**config.mk**
```make
export PLATFORM = sky130hd
export DESIGN_NAME = button_event_decoder
export DESIGN_NICKNAME = d
export VERILOG_FILES = /design/src/rtl/button_event_decoder.sv
export SDC_FILE = /design/constraint.sdc
export NUM_CORES = 1
export LEC_CHECK = 0
export BUFFER_PORTS_ARGS = -buffer_cell sky130_fd_sc_hd__buf_4
export CAP_MARGIN = 30
export CORE_MARGIN = 3
export CORE_UTILIZATION = 40
export DETAILED_ROUTE_END_ITERATION = 10
export SLEW_MARGIN = 20
export SYNTH_ARGS = -nofsm -noshare
export SYNTH_HDL_FRONTEND = slang
export SYNTH_SLANG_ARGS = --single-unit
```
**constraint.sdc**
```tcl
create_clock -name clk -period 2.7 [get_ports clk]
set_input_delay 0.54 -clock clk [delete_from_list [all_inputs] [get_ports clk]]
set_output_delay 0.54 -clock clk [all_outputs]
set_load 0.02 [all_outputs]
```
**src/rtl/button_event_decoder.sv**
```systemverilog
// Turns the debounced button level into registered one-cycle event pulses
// (press, release, short, long, repeat) plus a running count of completed presses.
module button_event_decoder #(
  parameter int LONG_PRESS_CYCLES = 50_000_000,
  parameter int REPEAT_CYCLES     = 12_500_000,
  parameter int CNT_WIDTH         = 26
) (
  input  logic       clk,
  input  logic       reset,
  input  logic       button_pressed,
  output logic       held,
  output logic       press_pulse,
  output logic       release_pulse,
  output logic       short_press,
  output logic       long_press,
  output logic       repeat_pulse,
  output logic [7:0] press_count
);

  typedef enum logic [1:0] {
    IDLE  = 2'd0,
    PRESS = 2'd1,
    LONG  = 2'd2
  } state_t;

  localparam logic [CNT_WIDTH-1:0] LONG_LAST   = CNT_WIDTH'(LONG_PRESS_CYCLES - 1);
  localparam logic [CNT_WIDTH-1:0] REPEAT_LAST = CNT_WIDTH'(REPEAT_CYCLES - 1);
  localparam logic [CNT_WIDTH-1:0] CNT_MAX     = {CNT_WIDTH{1'b1}};
  localparam bit                   REPEAT_ON   = (REPEAT_CYCLES != 0);

  state_t               state_q, state_d;
  logic [CNT_WIDTH-1:0] cnt_q, cnt_d;
  logic                 press_pulse_q, press_pulse_d;
  logic                 release_pulse_q, release_pulse_d;
  logic                 short_press_q, short_press_d;
  logic                 long_press_q, long_press_d;
  logic                 repeat_pulse_q, repeat_pulse_d;
  logic [7:0]           press_count_q, press_count_d;

  always_comb begin
    state_d         = state_q;
    cnt_d           = cnt_q;
    press_pulse_d   = 1'b0;
    release_pulse_d = 1'b0;
    short_press_d   = 1'b0;
    long_press_d    = 1'b0;
    repeat_pulse_d  = 1'b0;
    press_count_d   = press_count_q;
    unique case (state_q)
      IDLE: begin
        if (button_pressed) begin
          state_d       = PRESS;
          press_pulse_d = 1'b1;
          cnt_d         = CNT_WIDTH'(1);
        end
      end
      PRESS: begin
        // A low sample always wins over the long threshold on the same edge.
        if (!button_pressed) begin
          state_d         = IDLE;
          release_pulse_d = 1'b1;
          short_press_d   = 1'b1;
          press_count_d   = press_count_q + 8'd1;
        end else if (cnt_q == LONG_LAST) begin
          state_d      = LONG;
          long_press_d = 1'b1;
          cnt_d        = '0;
        end else begin
          cnt_d = cnt_q + CNT_WIDTH'(1);
        end
      end
      LONG: begin
        if (!button_pressed) begin
          state_d         = IDLE;
          release_pulse_d = 1'b1;
          press_count_d   = press_count_q + 8'd1;
        end else if (REPEAT_ON && (cnt_q == REPEAT_LAST)) begin
          repeat_pulse_d = 1'b1;
          cnt_d          = '0;
        end else if (cnt_q != CNT_MAX) begin
          cnt_d = cnt_q + CNT_WIDTH'(1);
        end
      end
      default: begin
        state_d = IDLE;
        cnt_d   = '0;
      end
    endcase
  end

  always_ff @(posedge clk or posedge reset) begin
    if (reset) begin
      state_q         <= IDLE;
      cnt_q           <= '0;
      press_pulse_q   <= 1'b0;
      release_pulse_q <= 1'b0;
      short_press_q   <= 1'b0;
      long_press_q    <= 1'b0;
      repeat_pulse_q  <= 1'b0;
      press_count_q   <= '0;
    end else begin
      state_q         <= state_d;
      cnt_q           <= cnt_d;
      press_pulse_q   <= press_pulse_d;
      release_pulse_q <= release_pulse_d;
      short_press_q   <= short_press_d;
      long_press_q    <= long_press_d;
      repeat_pulse_q  <= repeat_pulse_d;
      press_count_q   <= press_count_d;
    end
  end

  assign held          = (state_q != IDLE);
  assign press_pulse   = press_pulse_q;
  assign release_pulse = release_pulse_q;
  assign short_press   = short_press_q;
  assign long_press    = long_press_q;
  assign repeat_pulse  = repeat_pulse_q;
  assign press_count   = press_count_q;

endmodule
```
Word-level counts from Yosys, hierarchy flattened
Index checks and enable logic that the tools add are counted.
- bits in registers: 41
- input port bits: 3
- output and inout bits: 14
- logic and storage cells: 51
- $add $sub $neg: 2
- equal/unequal tests: 11
- mux-type cells: 23
- bitwise logic cells: 1
- reductions and logical operators: 6
- operator list (cell ; count):
    $mux 26 ; 6
    $pmux 26 s3 ; 1
    $add 26x1->26 const B ; 1
    $eq 26x24->1 const B ; 1
    $eq 26x26->1 const B ; 1
    $ne 26x26->1 const B ; 1
    $mux 1 ; 11
    $add 8x1->8 const B ; 1
    $mux 2 ; 4
    $ne 2x2->1 const B ; 4
    $ne 3x3->1 const B ; 2
    $pmux 2 s3 ; 1
    $reduce_and 4->1 ; 1
    $reduce_and 3->1 ; 1
    $eq 2x1->1 const B ; 1
    $eq 2x2->1 const B ; 1
    $logic_not 2->1 ; 1
    $reduce_and 2->1 ; 1
    $reduce_bool 2->1 ; 1
    $reduce_or 2->1 ; 1
    $not 1->1 ; 1

Logic depth before layout (Yosys ltp)
Gate-level depths: netlist of run 1.
- depth in word-level cells: 5
- gate-level depth with buffers: 9
- mapped depth without buffers: 8

Worst setup path before layout of run 1
OpenSTA, ideal clock, no wires.
- path type: register to register
- start: register cnt_q[0]
- end: register cnt_q[14]
- library setup time: 69 ps
- arrival: 2011 ps
- data required time: 2631 ps
- path slack: 620 ps
- cell stages (with the launch flop): 8
- buffers on the path: 0
- period minus slack after synthesis: 2080 ps
- path through: dfrtp_1 -> ha_1 -> and4_1 -> and4_1 -> a21o_4 -> a21o_4 -> or4_1 -> nand3_1
- cells in the longest elaborated chain, start to end: 5
- elaborated cells between the ends (all ways): 12
- those cells by class: add/sub (1); eq/ne (4); mux (6); reduce/logical (1)
- RTL lines (item ; line ; text):
    start: declaration ; 32 ; logic [CNT_WIDTH-1:0] cnt_q, cnt_d;
    start signal: assignment ; 103 ; cnt_q <= cnt_d;
    $add 26x1->26 ; 69, 81 ;
    $mux 26 ; 80 ; end else if (cnt_q != CNT_MAX) begin
    $mux 26 ; 77 ; end else if (REPEAT_ON && (cnt_q == REPEAT_LAST)) begin
    $mux 26 ; 73 ; if (!button_pressed) begin
    $pmux 26 s3 ; 49 ; unique case (state_q)
Several ways; a longest one is shown, not always the timed one. The select of a mux whose other input is x is not followed.
A chain may end at the register's enable or synchronous reset.

Final worst setup path of run 1
- start: register cnt_q[0]
- end: register cnt_q[21]
Same word-level chain as after synthesis.

==> summary.md, run 1 <==
| Metric | Value |
|---|---|
| Primary FF master, synth | dfrtp_1 |
| Setup violations, final | 0 |
| Number of flops mapped to enable cells by yosys | 0 |
| Most frequent cells in the layout | 41 x dfrtp_1, 36 x nand2_1, 19 x buf_4 |
| Tcrit/Tclk final | 0.925 |
| First-pass GRT wire length | between 8000 and 9000 µm |
| Share of flip-flops with an asynchronous set or reset | 1.00 |
| Diodes inserted | 0 |
| Data arrival, critical path | ~2.7 ns |
| Drt wl/cell | around 16 µm |
| Crit-path leading delay family | compound AO/OA/AOI/OAI gates |
| Core outline area | roughly 5600 µm² |
| Min Tclk post-route | 2.50 ns |
| GP Congestion | around 0.85 |
| Initial Util | 0.421 |
| CP Buf/Inv Count | 0 |
| CP dominant cell by count | and4_1 |
| H-tree depth | 2 |
| Top cell type's share of synthesized area | 0.432 |
| RSZ-0062 raised after global routing | false |
| Register area share after synthesis | 0.432 |
| CTS Buf Count | 5 |
| Synth Area per Inst | 9.50 µm² |
| Final Hold Vio Count | 0 |
| FMAX | between 0.4 and 0.5 GHz |
| Vias in the first global route | between 1500 and 2000 |
| Largest area contributor in the synthesized netlist | dfrtp_1 |
| Power Total | a little over 2000 µW |
| Synth top area cells | dfrtp_1 43%, nand2_1 5.7%, nand3_1 3.4% |
| Antenna Nets Post-Route | 0 |
| Post-synth cell types | 53 |
| Post-cts resize count | 0 |
| Reg2reg start | cnt_q[0] |
| Final hold slack | roughly 0.37 ns |
| Critical path startpoint category | flip-flop |
| Gate Count Post-Synth | 250 |
| Required time of the worst setup path | between 2 and 3 ns |
| Critical path's largest stage delay | 0.43 ns |
| Die H | 83.1 µm |
| Worst-path maximum fanout | 15 |
| Vias | 1964 |
| Initial antenna violation count | 0 |
| Gr ovfl total | 0 |
| Floorplan die width | about 83 µm |
| Row count | 27 |
| DRT iter0 DRCs | about 120 |
| IO Pins | 17 |
| TritonCTS clock tree | done |
| TritonRoute pass-1 iters | 4 |
| Slew headroom | 0.614 |
| Final net count | between 200 and 300 |
| Pwr dens | approximately 770 nW/µm² |
| Fraction of layout cells with a size suffix above 1 | 0.151 |
| Largest net degree at the start of global routing | 42 |
| Synth Register Bits | a little over 40 |
| Clk slew on worst S/H paths | 0.09 ns |
| DRC Markers | 0 |
| Crit-path cells | ha_1 -> and4_1 -> and4_1 -> a21o_4 -> a21oi_4 -> nand2_2 -> o41ai_1 |
| Max Root-Sink Buffers | 2 |
| Worst slew pin tran | ~0.57 ns |
| Commonest non-fill, non-tap cell in the layout | dfrtp_1 |
| Hold Path Class | in -> async |
| CTS Hold Bufs | 0 |
| DP HPWL | roughly 3800 µm |
| Vias/cell | between 5 and 6 |
| Die ar. | ~6900 µm² |
| Crit. End Element | flip-flop |
| Status | complete, no violations |
| Skew final | between 0.007 and 0.008 ns |
| Final WL | around 5300 µm |
| Port bufs | 16 |
| Clock Latency Late Sink | about 0.3 ns |
| Crit path max-delay cell type | dfrtp_1 |
| Crit path launch | cnt_q[0] |
| Area growth syn-to-layout | 12.3% |
| Synthesized area | around 2400 µm² |
| Syn_nets | approximately 260 |
| Setup bufs post-CTS | 0 |
| Critical path type | reg -> reg |
| Gr usage total | 0.155 |
| Root buffer cell | clkbuf_8 |
| Setup_tns | 0 ns |
| VDD IR-drop max | approximately 460 µV |
| Final Max Slew Viols | 0 |
| Clk sinks | ~40 |
| Max-cap violations | 0 |
| Syn. warnings | 0 |
| Leak | between 0.001 and 0.0015 µW |
metal layers:
| layer | routed length (µm) | global-route usage |
|---|---|---|
| met5 | 0 | 0 |
| met4 | 46 | 0.0386 |
| met3 | 212 | 0.0327 |
| met2 | 2450 | 0.238 |
| met1 | 2600 | 0.222 |
cell families (layout without fill, tap and decap cells):
family / Yosys count / after routing / share of synthesized area
AND/OR/NAND/NOR: 110 / 110 / 0.258
AO/OA/AOI/OAI: 62 / 62 / 0.198
flip-flops: 41 / 41 / 0.432
buffers and inverters: 23 / 38 / 0.0506
XOR/XNOR: 7 / 7 / 0.0258
adder cells (fa/ha/maj): 6 / 6 / 0.0316
multiplexers: 1 / 1 / 0.00474
worst register-to-register path, stage by stage, from the launching register on:
cell and delay, ns:
dfrtp_1 0.43, ha_1 0.26, and4_1 0.24, and4_1 0.21, a21o_4 0.23, a21oi_4 0.41
nand2_2 0.22, o41ai_1 0.39
synth_stat cells, types with 3 or more instances:
| library cell | n |
|---|---|
| a22o_1 | 5 |
| a2bb2oi_1 | 4 |
| nand2_1 | 36 |
| xnor2_1 | 4 |
| nor3_1 | 10 |
| o21ai_0 | 12 |
| nand4_1 | 12 |
| dfrtp_1 | 41 |
| nor2_1 | 10 |
| clkbuf_1 | 5 |
| o41ai_1 | 3 |
| a31oi_1 | 3 |
| inv_1 | 11 |
| and3_1 | 5 |
| a21o_1 | 3 |
| a21oi_1 | 7 |
| xor2_1 | 3 |
| buf_2 | 3 |
| o31ai_1 | 7 |
| ha_1 | 6 |
| nand3_1 | 16 |
power by group:
part / switching, µW / leakage, µW / internal, µW
logic: 399 / 0.000525 / 264
registers: 81.8 / 0.000556 / 691
clock network: 233 / 0.0000687 / 372
total: 715 / 0.00115 / 1330
through the flow:
step                      setup slack, ns  cells  cell area [µm²]   util
after global placement              0.306    329             2530  0.448
after detailed placement            0.226    329             2530  0.448
final                               0.203    337             2670  0.473
after global routing               0.0121    337             2670  0.473
after floorplan                     0.620    250             2370      -
after CTS                           0.195    337             2670  0.473
state kept, by name, indices dropped and copies added, names as in the netlist:
name	flops
cnt_q	26
press_count	8
state_q	2
long_press	1
press_pulse	1
release_pulse	1
repeat_pulse	1
short_press	1
worst paths after layout:
kind / slack [ns] / depth (start not counted) / end
setup / recovery: 0.20 / 7 / cnt_q[21]
setup reg to reg: 0.20 / 7 / cnt_q[21]
min in group clk: 0.45 / 2 / short_press
hold / removal: 0.37 / 3 / press_count[6]
hold reg to reg: 0.48 / 1 / press_count[7]
max in group asynchronous: 1.97 / 3 / cnt_q[3]
cell type report:
type	instances	area [µm²]
clock buffers	5	68.8
clock inverters	3	68.8
fillers	540	2980
inverters	11	41.3
multi-input cells	186	1230
flip-flops and latches	41	1030
well taps	72	90.1
repair buffers	19	143
(Power assumes the default switching activity.)
==> inputs of run 2 (changes only) <==
Settings changed: ABC_AREA set to 1.
==> run 2 against run 1 <==
Clock power decreased by 30%. Routed wire length increased by 21%. Largest cell class unchanged. Utilization decreased by 1.1 points. Sequential share of layout area decreased by 4.5 points. Critical path depth increased by 5. Synthesized area increased by 17%. Die area increased by 16%. Global-route usage increased by 2.7 points. Largest power group is now combinational cells. Sequential cell count unchanged. Combinational power increased by 31%. Maximum frequency increased by 22%. Non-clock buffer count decreased by 1.
==> summary.md, run 2 <==
| Metric | Value |
|---|---|
| Status | complete, no violations |
| DRT iter0 DRCs | 171 (+44%) |
| Synth Register Bits | 41 (unchanged) |
| GP Congestion | 0.890 (+5.1%) |
| First-pass GRT wire length | 11100 µm (+26%) |
| Pwr dens | 698 nW/µm² (-8.9%) |
| RSZ-0062 raised after global routing | false |
| Initial antenna violation count | 0 (unchanged) |
| VDD IR-drop max | 549 µV (+19%) |
| Placed Cells | 469 (+43%) |
| Vias | 2380 (+21%) |
| Die ar. | 7990 µm² (+16%) |
| Final Max Slew Viols | 0 (unchanged) |
| IO Pins | 17 (unchanged) |
| Most frequent cells in the layout | 122 x nand2_1, 44 x nor2_1, 41 x dfrtp_1 |
| Count leader, synth | nand2_1 |
| Fraction of layout cells with a size suffix above 1 | 0.158 (+0.00656) |
| Combinational share of power | 0.413 (+0.088) |
| Core outline area | 6530 µm² (+16%) |
| DP HPWL | 4910 µm (+30%) |
| Syn_nets | 392 (+51%) |
| Largest area contributor in the synthesized netlist | dfrtp_1 |
| Clk sinks | 41 (unchanged) |
| Net switching power | 931 µW (+30%) |
| Share of flip-flops with an asynchronous set or reset | 1.00 (unchanged) |
| Required time of the worst setup path | 2.91 ns (+0.02 ns) |
| Hold Path Class | in -> async |
| Skew final | 0.00639 ns (-0.00106 ns) |
| Gr usage total | 0.181 (+0.0267) |
| Final WL | 6440 µm (+21%) |
| Clk slew on worst S/H paths | 0.09 ns (about the same) |
| Die H | 89.4 µm (+7.6%) |
| Commonest non-fill, non-tap cell in the layout | nand2_1 |
| Primary FF master, synth | dfrtp_1 |
| Gr ovfl total | 0 (unchanged) |
| H-tree depth | 2 (unchanged) |
| Syn. warnings | 0 (unchanged) |
| Synth top area cells | dfrtp_1 37%, nand2_1 16%, nor2_1 5.9% |
| Vias/cell | 4.99 (-14%) |
| Setup violations, final | 0 (unchanged) |
| Register area share after synthesis | 0.369 (-0.0632) |
| Tcrit/Tclk final | 0.761 (-0.164) |
| Largest net degree at the start of global routing | 28 (-33%) |
| Number of flops mapped to enable cells by yosys | 0 (unchanged) |
| Floorplan die width | 89.4 µm (+7.6%) |
| Setup bufs post-CTS | 0 (unchanged) |
| Root buffer cell | clkbuf_8 |
| Final Hold Vio Count | 0 (unchanged) |
| Sequential Power Share | 0.387 (+0.008) |
| Synthesized area | 2780 µm² (+17%) |
| Data arrival, critical path | 2.26 ns (-0.43 ns) |
| Worst slew pin tran | 0.513 ns (-0.0605 ns) |
| Final non-filler cell total | 477 (+42%) |
| Setup_tns | 0 ns (unchanged) |
| Clock Latency Late Sink | 0.31 ns (about the same) |
| FMAX | 0.487 GHz (+22%) |
| Critical path type | reg -> reg |
| Leak | 0.00136 µW (+19%) |
| Crit. End Element | flip-flop |
| Critical path startpoint category | flip-flop |
| Synth Area per Inst | 7.26 µm² (-24%) |
| Post-cts resize count | 0 (unchanged) |
| Biggest register | cnt_q |
| Min Tclk post-route | 2.05 ns (-0.443 ns) |
| R2r worst-path depth | 12 (+5) |
| CTS Buf Count | 5 (unchanged) |
| Internal power | 1170 µW (-12%) |
| DRC Markers | 0 (unchanged) |
| Vias in the first global route | 2276 (+27%) |
| Final net count | 408 (+49%) |
| Max Root-Sink Buffers | 2 (unchanged) |
| Sw Ratio | 0.442 (+0.0923) |
| TritonRoute pass-1 iters | 4 (unchanged) |
| Clock share of power | 0.200 (-0.097) |
| Max FFs per register | 26 (unchanged) |
| CTS Hold Bufs | 0 (unchanged) |
| Worst-path maximum fanout | 21 (+6) |
| TritonCTS clock tree | done |
| Row count | 29 (+7.4%) |
| Commonest cells in the netlist | 122 x nand2_1, 44 x nor2_1, 41 x dfrtp_1, 41 x inv_1, 29 x nand3_1 |
| Drt wl/cell | 13.5 µm (-14%) |
| Max-cap violations | 0 (unchanged) |
| Top cell type's share of synthesized area | 0.369 (-0.0632) |
| Gate Count Post-Synth | 383 (+53%) |
| Port bufs | 16 (unchanged) |
| Slew headroom | 0.656 (+0.0412) |
| Initial Util | 0.426 (+0.00493) |
| Antenna Nets Post-Route | 0 (unchanged) |
| Diodes inserted | 0 (unchanged) |
| Area growth syn-to-layout | 8.46% |
| Post-synth cell types | 30 (-43%) |
[run 2: cell types whose count changed in the layout (fill, tap and decap cells not counted), moves of 6 or more]
cell,change
nand2_2,+6
o21ai_2,+10
nor2_1,+34
nand2_1,+86
xor2_1,+9
inv_1,+29
nand4_1,-6
o31ai_1,-7
o21ai_1,+7
nand3_1,+13
nor2_2,+7
[run 2: power groups by stage]
stage | Combinational (µW) | Sequential, µW | Clock [µW]
final | 869 | 815 | 422
after global routing | 981 | 835 | 460
after CTS | 893 | 815 | 435
after detailed placement | 895 | 822 | 0
after global placement | 871 | 821 | 0
after floorplan | 620 | 898 | 0
[run 2: through the flow]
stage	instance area [µm²]	hold WS, ns	utilization	setup WS [ns]	total power (µW)
floorplan	2780	0.495	-	1.09	1520
global placement	2930	0.460	0.448	0.714	1690
detailed placement	2930	0.480	0.448	0.653	1720
CTS	3020	0.206	0.462	0.638	2140
global route	3020	0.220	0.462	0.377	2280
finish	3020	0.199	0.462	0.647	2110
[run 2: per-layer routing]
layer / track usage / wire length, µm / share of wire
met1: 0.254 / 3130 / 0.49
met2: 0.291 / 3020 / 0.47
met3: 0.0313 / 212 / 0.033
met4: 0.0447 / 69 / 0.011
met5: 0 / 0 / 0
[run 2: critical path: stages, from the launching register on]
cell and delay (ns):
dfrtp_1 0.41, ha_1 0.25, nand2_2 0.10, nor2_2 0.15, nand2_1 0.09, nor2_1 0.11
nand2_1 0.13, nand2_1 0.13, nand2_2 0.29, nand2_1 0.15, nand2_1 0.06, nand2_1 0.05
nand2_1 0.04
[run 2: cells by family (layout without fill, tap and decap cells)]
logic type | after synthesis | in the layout | share of synthesized area
adders and majority gates | 6 | 6 | 0.0270
buffers and inverters | 51 | 68 | 0.0868
DFF | 41 | 41 | 0.369
AOI/OAI and AO/OA | 38 | 38 | 0.0891
muxes | 1 | 1 | 0.00405
xor gates and xnor gates | 13 | 13 | 0.0409
and+or+nand+nor | 233 | 233 | 0.383
[run 2: path summary, 6_finish.rpt]
| check | end | slack, ns | start |
|---|---|---|---|
| max in group asynchronous | cnt_q[11] | 1.95 | reset |
| min in group clk | press_count[7] | 0.48 | press_count[7] |
| max reg2reg | cnt_q[0] | 0.65 | cnt_q[0] |
| max | cnt_q[0] | 0.65 | cnt_q[0] |
| min | cnt_q[25] | 0.20 | reset |
| min reg2reg | press_count[7] | 0.48 | press_count[7] |
[run 2: final cells by class]
type,instances,area [µm²]
Multi-Input combinational cell,291,1510
Timing Repair Buffer,18,135
Inverter,42,158
Sequential cell,41,1030
Clock buffer,6,72.6
Tap cell,77,96.3
Clock inverter,2,15.0
Fill cell,681,3510
==> inputs of run 3 (changes only) <==
Settings changed: ABC_AREA 1 to 0.
Clock period 2.7 ns to 2.12 ns, I/O delays scaled along.
==> run 3 against run 2 <==
Utilization increased by 9.7 points. Combinational power rose by 36%. Total power rose by 26%. Global-route usage down 0.84 points. Sequential share of layout area fell by 1.5 points. Clock power increased by 23%. Maximum frequency shrank 2.4%. Clock skew fell by 0.0022 ns. Sequential cell count unchanged.
==> summary.md, run 3 (synthesis gave the netlist of run 1 again) <==
| Metric | Value |
|---|---|
| Final net count | 330 (-19%) |
| Gr usage total | 0.173 (-0.00840) |
| VDD IR-drop max | 552 µV (+0.63%) |
| Diodes inserted | 0 (unchanged) |
| Status | complete, no violations |
| Drt wl/cell | 15.5 µm (+15%) |
| FMAX | 0.475 GHz (-2.4%) |
| Crit path launch | cnt_q[25] |
| Max Root-Sink Buffers | 2 (unchanged) |
| Vias | 2227 (-6.4%) |
| Largest net degree at the start of global routing | 42 (+50%) |
| Data arrival, critical path | 2.29 ns (+0.03 ns) |
| H-tree depth | 2 (unchanged) |
| Filler Cells Inserted | 504 (-26%) |
| Final Hold Vio Count | 0 (unchanged) |
| Port bufs | 16 (unchanged) |
| Max FFs per register | 26 (unchanged) |
| Leak | 0.00145 µW (+6.5%) |
| Fin util | 0.559 (+0.0974) |
| Critical path type | reg -> reg |
| Clk slew on worst S/H paths | 0.08 ns (about the same) |
| GP Congestion | 0.773 (-13%) |
| Required time of the worst setup path | 2.31 ns (-0.60 ns) |
| Reg2reg start | cnt_q[25] |
| Setup_tns | 0 ns (unchanged) |
| Max-cap violations | 0 (unchanged) |
| TritonCTS clock tree | done |
| Critical path startpoint category | flip-flop |
| Worst slew pin tran | 0.536 ns (+0.0227 ns) |
| Tcrit/Tclk final | 0.992 (+0.232) |
| Biggest register | cnt_q |
| Min Tclk post-route | 2.10 ns (+0.0504 ns) |
| Antenna Nets Post-Route | 0 (unchanged) |
| Vias/cell | 5.65 (+13%) |
| Clk sinks | 41 (unchanged) |
| Vias in the first global route | 2048 (-10%) |
| Gr ovfl total | 0 (unchanged) |
| Setup violations, final | 0 (unchanged) |
| Final Max Slew Viols | 0 (unchanged) |
| Commonest non-fill, non-tap cell in the layout | buf_4 |
| CP Buf/Inv Count | 2 (+2) |
| Crit. End Element | flip-flop |
| Final hold slack | 0.257 ns (+0.0582 ns) |
| DRC Markers | 0 (unchanged) |
| Root buffer cell | clkbuf_8 |
| First-pass GRT wire length | 9830 µm (-12%) |
| CTS Buf Count | 5 (unchanged) |
| Die H | 83.1 µm (-7.1%) |
| Fraction of layout cells with a size suffix above 1 | 0.342 (+0.184) |
| Skew final | 0.00417 ns (-0.00222 ns) |
| R2R Setup Slk | 0.02 ns (-0.63 ns) |
| Clock Latency Late Sink | 0.30 ns (about the same) |
| Worst-path maximum fanout | 5 (-76%) |
| Initial Util | 0.421 (-0.00493) |
| Die ar. | 6900 µm² (-14%) |
| Final WL | 6120 µm (-5.0%) |
| DP HPWL | 4020 µm (-18%) |
| Final instance area | 3160 µm² (+4.6%) |
| R2r worst-path depth | 8 (-4) |
| Pwr dens | 843 nW/µm² (+21%) |
| Floorplan die width | 83.1 µm (-7.1%) |
| RSZ-0062 raised after global routing | true |
| Initial antenna violation count | 0 (unchanged) |
| Crit-path leading delay family | compound AO/OA/AOI/OAI gates |
| Reg2reg end | cnt_q[20] |
| Slew headroom | 0.643 (-0.0130) |
| Crit-path cells | nor4b_1 -> nand4_1 -> buf_4 -> o21ai_4 -> buf_12 -> a21o_4 -> nor2_4 -> a221o_1 |
| Placed Cells | 371 (-21%) |
| IO Pins | 17 (unchanged) |
| DRT iter0 DRCs | 180 (+5.3%) |
| Crit path max-delay cell type | dfrtp_1 |
| Area growth syn-to-layout | 32.9% |
| Core outline area | 5640 µm² (-14%) |
| Hold Path Class | in -> async |
| TritonRoute pass-1 iters | 4 (unchanged) |
| Dpl cell area | 2840 µm² (-2.9%) |
| Row count | 27 (-6.9%) |
| Critical path's largest stage delay | 0.44 ns (+0.03 ns) |
| Most frequent cells in the layout | 68 x buf_4, 40 x dfrtp_1, 35 x nand2_1 |
| Final non-filler cell total | 394 (-17%) |
## run 3: changes by cell type in the layout (fill, tap and decap cells not counted), moves of 6 or more
cell,previous run,this run
o21ai_2,11,0
nand4_1,6,12
xor2_1,12,3
buf_4,18,68
o21ai_1,8,1
o31ai_1,0,6
inv_1,40,10
nand3_1,29,15
nand2_1,122,35
nor2_2,7,0
nor2_1,44,10
nand2_2,7,1
## run 3: cell type report
class / count / area, µm² / share of cell area
Tap cell: 72 / 90.1 / 0.0285
Sequential cell: 41 / 1030 / 0.326
Clock inverter: 3 / 17.5 / 0.00555
Multi-Input combinational cell: 189 / 1320 / 0.420
Inverter: 11 / 41.3 / 0.0131
Timing Repair Buffer: 73 / 587 / 0.186
Clock buffer: 5 / 68.8 / 0.0218
## run 3: repair_timing
action | 4_1_cts | 5_1_grt
hold endpoints to repair | 0 | 0
endpoints found under the setup margin | 10 | 23
pin swaps | 5 | 11
buffers inserted | 4 | 7
resized for setup | 4 | 14
hold buffers | 0 | 0
gates cloned | 2 | 2
## run 3: stage by stage
step	total power (µW)	setup slack, ns
after floorplan	1620	0.0397
after detailed placement	1960	-0.0974
final	2660	0.0161
after CTS	2570	0.000796
after global placement	1950	-0.0237
after global routing	2820	-0.0877
## run 3: worst max path at each step
stage	slack (ns)	endpoint	cells after the start
finish	0.02	cnt_q[20]	8
global route	-0.09	cnt_q[23]	8
CTS	0.0008	cnt_q[24]	8
detailed placement	-0.1	cnt_q[11]	7
global placement	-0.02	cnt_q[23]	7
floorplan	0.04	cnt_q[14]	7
## run 3: worst reg2reg max path: stages (launching register included)
cell and delay (ns):
dfrtp_1 0.44, nor4b_1 0.37, nand4_1 0.13, buf_4 0.18
o21ai_4 0.24, buf_12 0.15, a21o_4 0.15, nor2_4 0.06
a221o_1 0.29
## run 3: power breakdown
group	internal [µW]	leakage, µW	total [µW]	switching (µW)
Clock	228	0.0000439	517	290
Sequential	880	0.000554	962	81.7
Combinational	559	0.000854	1180	623
## run 3: metal layers
metal  GRT usage  share of wire  up-vias
met4      0.0520          0.011        0
li1            -              -     1079
met1       0.236           0.46     1090
met2       0.272           0.47       50
met5           0              0        -
met3      0.0417          0.052        8
